===== config.mk =====
export PLATFORM = sky130hd
export DESIGN_NAME = skid_reg
export DESIGN_NICKNAME = d
export VERILOG_FILES = /design/src/rtl/skid_reg_pkg.sv /design/src/rtl/skid_reg_sreg.sv /design/src/rtl/skid_reg.sv
export SDC_FILE = /design/constraint.sdc
export NUM_CORES = 1
export LEC_CHECK = 0
export CAP_MARGIN = 5
export CORE_MARGIN = 1
export CORE_UTILIZATION = 53
export DETAILED_ROUTE_END_ITERATION = 6
export DONT_BUFFER_PORTS = 1
export MAX_ROUTING_LAYER = met4
export PLACE_DENSITY = 0.73
export SYNTH_ARGS = -nofsm -noshare
export SYNTH_HDL_FRONTEND = slang
export SYNTH_SLANG_ARGS = --single-unit

===== constraint.sdc =====
create_clock -name clk -period 1.3 [get_ports clk]
set_input_delay 0.195 -clock clk [delete_from_list [all_inputs] [get_ports clk]]
set_output_delay 0.195 -clock clk [all_outputs]
set_load 0.01 [all_outputs]

===== src/rtl/skid_reg_pkg.sv =====
// Shared types and constants for the skid_reg two-entry elastic pipeline register.
package skid_reg_pkg;

  typedef enum logic [1:0] {
    EMPTY = 2'd0,
    ONE   = 2'd1,
    TWO   = 2'd2
  } skid_state_t;

  localparam int SKID_DEPTH = 2;

endpackage


===== src/rtl/skid_reg_sreg.sv =====
// Plain W-bit holding register with load enable and synchronous active-high clear.
module skid_reg_sreg
  import skid_reg_pkg::*;
#(
  parameter int W = 8
) (
  input  logic         clk,
  input  logic         clr,
  input  logic         ena,
  input  logic [W-1:0] d,
  output logic [W-1:0] q
);

  always_ff @(posedge clk) begin
    if (clr)      q <= '0;
    else if (ena) q <= d;
  end

endmodule


===== src/rtl/skid_reg.sv =====
// Two-entry skid buffer: registered out_data/out_valid and a state-only in_ready.
// Optional saturating stall counter enabled by defining SKID_REG_STALL_CNT_EN.
module skid_reg
  import skid_reg_pkg::*;
#(
  parameter int W  = 8
`ifdef SKID_REG_STALL_CNT_EN
  ,
  parameter int CW = 16
`endif
) (
  input  logic          clk,
  input  logic          clr,
  input  logic          in_valid,
  output logic          in_ready,
  input  logic [W-1:0]  in_data,
  output logic          out_valid,
  input  logic          out_ready,
  output logic [W-1:0]  out_data
`ifdef SKID_REG_STALL_CNT_EN
  ,
  output logic [CW-1:0] stall_cnt
`endif
);

  skid_state_t  state_q, state_d;
  logic         out_valid_q, out_valid_d;
  logic         in_ready_q, in_ready_d;
  logic         in_xfer;
  logic         main_ena, skid_ena;
  logic [W-1:0] main_d, main_q, skid_q;

  assign in_xfer = in_valid & in_ready;

  // The skid entry only ever fills from ONE under back-pressure and only ever drains into main.
  always_comb begin
    state_d  = state_q;
    main_ena = 1'b0;
    skid_ena = 1'b0;
    main_d   = in_data;
    case (state_q)
      EMPTY: begin
        if (in_xfer) begin
          main_ena = 1'b1;
          state_d  = ONE;
        end
      end
      ONE: begin
        if (in_xfer && out_ready) begin
          main_ena = 1'b1;
        end else if (in_xfer) begin
          skid_ena = 1'b1;
          state_d  = TWO;
        end else if (out_ready) begin
          state_d  = EMPTY;
        end
      end
      TWO: begin
        if (out_ready) begin
          main_d   = skid_q;
          main_ena = 1'b1;
          state_d  = ONE;
        end
      end
      default: state_d = EMPTY;
    endcase
    out_valid_d = (state_d != EMPTY);
    in_ready_d  = (state_d != skid_state_t'(SKID_DEPTH));
  end

  always_ff @(posedge clk) begin
    if (clr) begin
      state_q     <= EMPTY;
      out_valid_q <= 1'b0;
      in_ready_q  <= 1'b1;
    end else begin
      state_q     <= state_d;
      out_valid_q <= out_valid_d;
      in_ready_q  <= in_ready_d;
    end
  end

  skid_reg_sreg #(.W(W)) u_main (
    .clk (clk),
    .clr (clr),
    .ena (main_ena),
    .d   (main_d),
    .q   (main_q)
  );

  skid_reg_sreg #(.W(W)) u_skid (
    .clk (clk),
    .clr (clr),
    .ena (skid_ena),
    .d   (in_data),
    .q   (skid_q)
  );

  assign out_valid = out_valid_q;
  assign out_data  = main_q;
  assign in_ready  = in_ready_q & ~clr;

`ifdef SKID_REG_STALL_CNT_EN
  logic [CW-1:0] stall_cnt_q, stall_cnt_d;

  always_comb begin
    stall_cnt_d = stall_cnt_q;
    if (out_valid_q && !out_ready && (stall_cnt_q != '1))
      stall_cnt_d = stall_cnt_q + CW'(1);
  end

  always_ff @(posedge clk) begin
    if (clr) stall_cnt_q <= '0;
    else     stall_cnt_q <= stall_cnt_d;
  end

  assign stall_cnt = stall_cnt_q;
`endif

endmodule


# ---- Word-level counts from Yosys, hierarchy flattened
# Cells that the tools add are included.
dict set report op_classes {
  eq_ne 3
  n_reduce_logical 3
  mux 14
  n_bitwise 3
}
# cell n
set ops {}
lappend ops {{2-to-1 mux 8 bit} 2}
lappend ops {{2-to-1 mux 2 bit} 5}
lappend ops {{one-hot mux 2 bit (3 select lines)} 1}
lappend ops {{2-to-1 mux 1 bit} 5}
lappend ops {{one-hot mux 1 bit (3 select lines)} 1}
lappend ops {{AND 1 bit} 2}
lappend ops {{equality test 2 x 1 -> 1 bit (second input constant)} 1}
lappend ops {{equality test 2 bit (second input constant)} 1}
lappend ops {{logical NOT 2 bit} 1}
lappend ops {{inequality test 2 bit (second input constant)} 1}
lappend ops {{nonzero test 2 bit} 1}
lappend ops {{logical AND 1 bit} 1}
lappend ops {{inverter 1 bit} 1}
dict set report totals {
  word_cells 28
  ff_bits 20
  out_inout_bits 10
}

# ---- Depth between registers and ports, before layout
# Gate-level depths: netlist (run 1).
dict set report logic_depth {
  word_depth 7
  depth_mapped 5
  depth_no_buf 4
}

# ---- Cells and area by module
# Synthesis (run 1) repeated with hierarchy kept, for this count alone.
dict set report hier_totals {
  hier_cells 84
  area_unflattened_um2 898.4
}
# module cells_each n_inst seq_area_each_um2 area_each_um2
set modules_own_cells {}
lappend modules_own_cells {skid_reg_sreg 26 2 160.2 285.3}
lappend modules_own_cells {skid_reg 32 1 80.1 327.8}

# ---- Least setup slack after synthesis (run 1)
# OpenSTA, ideal clock, no wires.
dict set report synth_timing {
  kind {reg2reg}
  from {register state_q[0]}
  to {register u_skid.q[0]}
  setup_slack_ps 129
  required_time_ps 1172
  stages_incl_launch_ff 6
  arrival_ps 1043
  path_cell_list {dfxtp_1 -> or2b_4 -> nand2b_4 -> buf_6 -> mux2i_1 -> nor2_1}
}
dict set report synth_via {
  elab_chain_cells 2
}
# element line_no
set synth_lines {}
lappend synth_lines {{from (decl)} skid_reg.sv:26} ;# skid_state_t state_q, state_d;
lappend synth_lines {{from (signal assigned)} skid_reg.sv:77} ;# state_q <= state_d;
lappend synth_lines {{equality test 2 x 1 -> 1 bit} skid_reg.sv:41} ;# case (state_q)
lappend synth_lines {{2-to-1 mux 1 bit} skid_reg.sv:41}
lappend synth_lines {{to (signal assigned)} skid_reg_sreg.sv:15} ;# if (clr) q <= '0;
lappend synth_lines {{to (signal assigned)} skid_reg_sreg.sv:16} ;# else if (ena) q <= d;
lappend synth_lines {{to (decl)} skid_reg_sreg.sv:11} ;# output logic [W-1:0] q
# Every way passes these cells.
# A chain may end at the register's enable or synchronous reset.

# ---- Worst setup path in the final report (run 1)
dict set report layout_timing {
  from {register state_q[1]}
  to {register u_main.q[0]}
}
dict set report layout_via {
  elab_chain_cells 2
}
# element line_no
set layout_lines {}
lappend layout_lines {{equality test 2 bit, or another cell as far along} skid_reg.sv:41}
lappend layout_lines {{one-hot mux 1 bit (3 select lines) or 2-to-1 mux 8 bit (tied branches)} skid_reg.sv:41}
lappend layout_lines {{to (signal assigned)} skid_reg_sreg.sv:15}
lappend layout_lines {{to (signal assigned)} skid_reg_sreg.sv:16}
lappend layout_lines {{to (decl)} skid_reg_sreg.sv:11}
# Several ways; a longest one is shown, not always the timed one.

==> results.json, run 1 <==
{
  "setup.worst_path.start": "state_q[1]$_SDFF_PP0_",
  "cts_sinks": 20,
  "nNetsFinal": 96,
  "netlist.top_cell.by_area": "dfxtp_1",
  "overflow": 0,
  "synth-seq-cells": 20,
  "ir_worst_vdd_uv": 696,
  "dp_hpwl_um": 956,
  "die_h_um": 42.0,
  "antenna_left": 0,
  "track_usage": 0.177,
  "synthDistinctLibCells": 19,
  "status": "complete, no violations",
  "drt-initial-drc-count": 8,
  "h-tree-depth": 1,
  "finalWorstSetupSlack_ps": 38.5,
  "clk_pin_slew_ps": 100,
  "syn-num-nets": 93,
  "cp_cell_sequence": "and4bb_4 -> nand2_8 -> mux2i_1 -> a211oi_1",
  "portBuffers": 0,
  "totalWireLength_um": 1390,
  "ios": 22,
  "cp_max_fo": 8,
  "r2r-start": "state_q[1]$_SDFF_PP0_",
  "tightest_slew_ps": 772,
  "drive_gt1_frac": 0.171,
  "cts_made_buffers": 3,
  "max_freq_mhz": 793,
  "hold_viol": 0,
  "min_period_over_period": 0.970,
  "synthToLayoutAreaGrowth_pct": 4.73,
  "crit_cells": 4,
  "crit_type": "flop to flop",
  "synth_top_area_frac": 0.473,
  "finalNonFillerCells": 98,
  "dpl_worst_slack_ps": 63.8,
  "place_congestion": 0.699,
  "grt_max_degree": 20,
  "critPathLaunchType": "flop",
  "worstRegToRegCells": 4,
  "powerDensity_nw_per_um2": 1170,
  "hold_depth": 2,
  "grt_antenna_before_repair": 0,
  "die_x_um": 42.0,
  "clk_path_buf_depth": 2,
  "ys_seq_area_frac": 0.473,
  "arrival_ps": 1470,
  "end_kind": "flop",
  "worst_clock_skew_ps": 1.09,
  "synth_area_leaders": "dfxtp_1 47%, mux2i_1 19%, nor2_1 8.4%, a211oi_1 7.1%, buf_6 2.7%",
  "slowest_stage": "and4bb_4",
  "period_minus_slack_ps": 1260,
  "grt_pass1_wl_um": 2260,
  "vias": 550,
  "drv_cap": 0,
  "cts_tree": "done",
  "hold_class": "primary input to flop",
  "routed_via_density": 5.61,
  "wire_per_inst_um": 14.2,
  "antenna_cells": 0,
  "cts-root-buf": "clkbuf_4",
  "cpPeakStageDelay_ps": 390,
  "required_ps": 1510,
  "relSlewSlack": 0.484,
  "syn_area_per_cell_um2": 10.5,
  "yosysWarningCount": 0,
  "fp-row-count": 14,
  "setup_violations": 0,
  "coreArea_um2": 1510,
  "leakage_nw": 0.432,
  "drt-pass1-iter-count": 3,
  "die_area_um2": 1760,
  "netlist_area_um2": 847,
  "first_global_vias": 545,
  "final_cell_mix": "19 x nor2_1, 19 x dfxtp_1, 15 x mux2i_1, 7 x a211oi_1, 3 x clkbuf_4",
  "multi_input_area_um2": 422,
  "regArea_um2": 402,
  "grt_setup_unrepaired": "yes",
  "crit_family": "simple AND/OR/NAND/NOR gates",
  "n_fill_cell": 130,
  "drv_slew": 0,
  "post-place-cells": 94,
  "worstSkewPairLatency_ps": 290,
  "min_from": "in_data[1]",
  "synth_cells": 81,
  "critPathBufInv": 0,
  "remaining_drc_errors": 0,
  "power.total_mw": 1.03,
  "initial_core_util": 0.562
}
==> per-layer routing <==
layer	wire (um)	share of wire	track usage	vias to the layer above
met5	0	0	-	-
met4	18	0.013	0.0968	0
met3	95	0.068	0.0560	2
met2	642	0.46	0.291	15
met1	634	0.46	0.189	255
li1	-	-	-	278
==> metrics by stage <==
| step | setup TNS, ps | hold slack [ps] | util | instance area (um^2) |
|---|---|---|---|---|
| 6_report | 0 | 47.5 | 0.589 | 887 |
| 5_1_grt | -108 | 25.6 | 0.589 | 887 |
| 4_1_cts | 0 | 46.0 | 0.582 | 877 |
| 3_5_place_dp | 0 | 271 | 0.561 | 845 |
| 3_3_place_gp | 0 | 270 | 0.561 | 845 |
| 2_1_floorplan | 0 | 339 | - | 847 |
==> timing repair <==
item | in CTS | in global routing
resized for setup | 0 | 3
setup endpoints to repair | 0 | 5
buffers inserted | 0 | 0
endpoints found under the hold margin | 20 | 0
hold buffers | 1 | 0
==> synth_stat cells (all sizes together) <==
cell type and instances:
or2b 1, nand2 3, inv 1, buf 2, mux2i 16, and2b 1
clkbuf 2, nor2 19, a21oi 2, o21a 1, nand2b 2, xnor2 1
nor2b 1, a211oi 8, dfxtp 20, and4bb 1
==> flip-flops by register name (all words and copies together) (netlist names) <==
| name | count |
|---|---|
| in_ready_q | 1 |
| out_valid | 1 |
| state_q | 2 |
| u_main.q | 8 |
| u_skid.q | 8 |
==> final timing paths <==
kind	end	slack, ps
worst max-delay path	u_main.q[0]$_SDFFE_PP0P_	40
worst min-delay path	u_skid.q[1]$_SDFFE_PP0P_	50
worst max register to register	u_main.q[0]$_SDFFE_PP0P_	40
worst min register to register	u_main.q[0]$_SDFFE_PP0P_	510
==> where the power goes <==
group          switching, mW  internal, mW
registers             0.0211         0.637
clock network          0.171         0.108
logic                 0.0481        0.0505
total                  0.240         0.795
==> logic make-up (layout without fill, tap and decap cells) <==
kind of cell           Yosys count  after routing  synth area share
multiplexers                    16             16             0.189
buffers and inverters            5              6            0.0399
AO/OA/AOI/OAI                   11             11            0.0960
AND/OR/NAND/NOR                 28             28             0.192
XOR/XNOR                         1              1            0.0103
flip-flops                      20             20             0.473
==> cell type report <==
cell class                 count  area share
clock buffer                   3      0.0254
inverter                       1     0.00423
multi-input combinational     56       0.475
sequential                    20       0.453
tap                           16      0.0226
timing repair buffer           2      0.0197
No activity file was read; power rests on OpenSTA's default activity.
==> inputs of run 2 (changes only) <==
Settings changed: RECOVER_POWER set to 50, SYNTH_HIERARCHICAL set to 1.
==> results.json, run 2 <==
{
  "grt_max_degree": 23,
  "final_common_cell": "dfxtp_1",
  "synth_cells": 84,
  "die_h_um": 43.2,
  "dp_hpwl_um": 1050,
  "routed_via_density": 5.90,
  "track_usage": 0.202,
  "synthFlopType": "dfxtp_1",
  "die_x_um": 43.2,
  "worstRegToRegCells": 5,
  "swShare": 0.205,
  "first_global_vias": 624,
  "grt_antenna_before_repair": 0,
  "fin_area_um2": 1010,
  "vias": 625,
  "period_minus_slack_ps": 1370,
  "placed_cell_area_um2": 936,
  "antenna_cells": 0,
  "place_congestion": 0.803,
  "yosysWarningCount": 6,
  "grt_setup_unrepaired": "yes",
  "drt-pass1-iter-count": 4,
  "grt_pass1_wl_um": 2660,
  "remaining_drc_errors": 0,
  "finalWorstSetupSlack_ps": -73.4,
  "synth_area_leaders": "dfxtp_1 45%, mux2i_1 18%, mux2_2 10%, nor2_1 6.7%, buf_6 3.8%",
  "min_from": "clr",
  "drv_cap": 0,
  "multi_input_area_um2": 465,
  "netlist_area_um2": 898,
  "status": "finished, violations left",
  "min_period_over_period": 1.06,
  "critPathBufInv": 1,
  "powerDensity_nw_per_um2": 1280,
  "end_kind": "flop",
  "comb_power_share": 0.103,
  "power.total_mw": 1.30,
  "tightest_slew_ps": 225,
  "syn-num-nets": 96,
  "p_sw_uw": 266,
  "internal-power_mw": 1.03,
  "fp-row-count": 14,
  "cts_tree": "done",
  "portBuffers": 0,
  "n_fill_cell": 128,
  "regArea_um2": 402,
  "holdWs_ps": -52.5,
  "failed_checks": "negative hold slack, negative setup slack",
  "crit_type": "flop to flop",
  "reg.largest.list": "u_main/q (8), u_skid/q (8), state_q (2)",
  "cts-root-buf": "clkbuf_4",
  "setup_violations": 16,
  "antenna_left": 0,
  "r2r-start": "state_q[1]$_SDFF_PP0_",
  "slowest_stage": "dfxtp_2",
  "async_flop_share": 0,
  "cts_hold_buf": 1,
  "cp_cell_sequence": "and4bb_2 -> and3b_2 -> buf_12 -> mux2i_2 -> nor2_1",
  "ys_seq_area_frac": 0.446,
  "overflow": 0,
  "crit_family": "simple AND/OR/NAND/NOR gates",
  "synth_top_area_frac": 0.446,
  "final_cell_mix": "19 x dfxtp_1, 16 x nor2_1, 15 x mux2i_1, 8 x mux2_2, 4 x buf_4",
  "relSlewSlack": 0.849,
  "r2r_slack_ps": -70,
  "die_area_um2": 1860,
  "critPathLaunchType": "flop",
  "syn_area_per_cell_um2": 10.7,
  "post-place-cells": 101,
  "cts_made_buffers": 3,
  "initial_core_util": 0.583,
  "nNetsFinal": 103,
  "cpPeakStageDelay_ps": 340,
  "cts_sinks": 20,
  "min_to": "u_main/q[5]$_SDFFE_PP0P_",
  "totalWireLength_um": 1540,
  "synth_most_common_cell": "dfxtp_1",
  "hold_viol": 20,
  "drive_gt1_frac": 0.300,
  "finalNonFillerCells": 106,
  "hold_class": "primary input to flop",
  "synth-seq-cells": 20,
  "required_ps": 1510,
  "worstSkewPairLatency_ps": 300,
  "drv_slew": 0,
  "clk_pin_slew_ps": 110,
  "synthDistinctLibCells": 22,
  "max_freq_mhz": 728,
  "worst_clock_skew_ps": 5.74,
  "power.clock.fraction": 0.382,
  "cp_max_fo": 8,
  "synthToLayoutAreaGrowth_pct": 13.0,
  "postCtsSetupBuffers": 0,
  "synth_common_cells": "20 x dfxtp_1, 16 x mux2i_1, 16 x nor2_1, 8 x mux2_2",
  "arrival_ps": 1580,
  "hold_depth": 1,
  "wire_per_inst_um": 14.5,
  "synth_edf_count": 0,
  "ir_worst_vdd_uv": 880,
  "leakage_nw": 0.402,
  "ios": 22,
  "drt-initial-drc-count": 13,
  "netlist.top_cell.by_area": "dfxtp_1",
  "pwr-share-seq": 0.515,
  "clk_path_buf_depth": 2,
  "r2r_end": "u_skid/q[2]$_SDFFE_PP0P_",
  "h-tree-depth": 1,
  "coreArea_um2": 1540
}
[run 2: cell count changes after synthesis, moves of 2 or more]
cell	before	now
a211oi_1	8	1
buf_1	0	2
clkbuf_1	2	0
mux2_2	0	8
nor2_1	19	16
[run 2: repair_timing]
action                                 CTS  global route
pin swaps                                3             1
endpoints found under the hold margin   20            20
gates resized for setup                  2             3
setup endpoints to repair               16            16
cloned                                   0             0
[run 2: power by group through the flow]
stage          sequential (mW)  combinational [mW]  clock (mW)
2_1_floorplan            0.680               0.109           0
3_3_place_gp             0.681               0.120           0
3_5_place_dp             0.681               0.123           0
4_1_cts                  0.667               0.130       0.511
5_1_grt                  0.671               0.147       0.548
6_report                 0.667               0.134       0.495
[run 2: per-stage QoR]
step	setup slack, ps	TNS, ps	util
after floorplan	-32.0	-256	-
after global placement	-31.2	-103	0.607
after detailed placement	-75.0	-477	0.607
after CTS	-48.8	-473	0.653
after global routing	-137	-1720	0.658
final	-73.4	-831	0.658
[run 2: how the worst max path moves through the flow]
stage | startpoint | endpoint | slack (ps) | cells past startpoint
2_1_floorplan | state_q[1]$_SDFF_PP0_ | u_main/q[0]$_SDFFE_PP0P_ | -30 | 6
6_report | state_q[1]$_SDFF_PP0_ | u_skid/q[2]$_SDFFE_PP0P_ | -70 | 5
5_1_grt | state_q[1]$_SDFF_PP0_ | u_skid/q[7]$_SDFFE_PP0P_ | -140 | 5
3_3_place_gp | state_q[1]$_SDFF_PP0_ | u_main/q[2]$_SDFFE_PP0P_ | -30 | 6
3_5_place_dp | state_q[1]$_SDFF_PP0_ | u_main/q[5]$_SDFFE_PP0P_ | -80 | 6
4_1_cts | state_q[1]$_SDFF_PP0_ | u_skid/q[0]$_SDFFE_PP0P_ | -50 | 5
[run 2: per-layer routing]
| metal | GRT usage | routed length (um) | part of all wire | up-vias |
|---|---|---|---|---|
| li1 | - | - | - | 305 |
| met1 | 0.251 | 700 | 0.46 | 290 |
| met2 | 0.296 | 684 | 0.44 | 26 |
| met3 | 0.0809 | 131 | 0.085 | 4 |
| met4 | 0.0727 | 21 | 0.014 | 0 |
| met5 | - | 0 | 0 | - |
[run 2: kinds of logic after synthesis]
kind of cell           count (synthesis)  synth area share
AND/OR/NAND/NOR                       26             0.162
multiplexers                          24             0.279
flip-flops                            20             0.446
AO/OA/AOI/OAI                          8            0.0641
buffers and inverters                  6            0.0501
[run 2: layout make-up]
cell class              instances  share of cell area
multi-input cells              58               0.459
clock inverters                 1              0.0296
well taps                      16              0.0197
clock buffers                   3              0.0222
inverters                       1             0.00370
flip-flops and latches         20               0.396
repair buffers                  7              0.0703
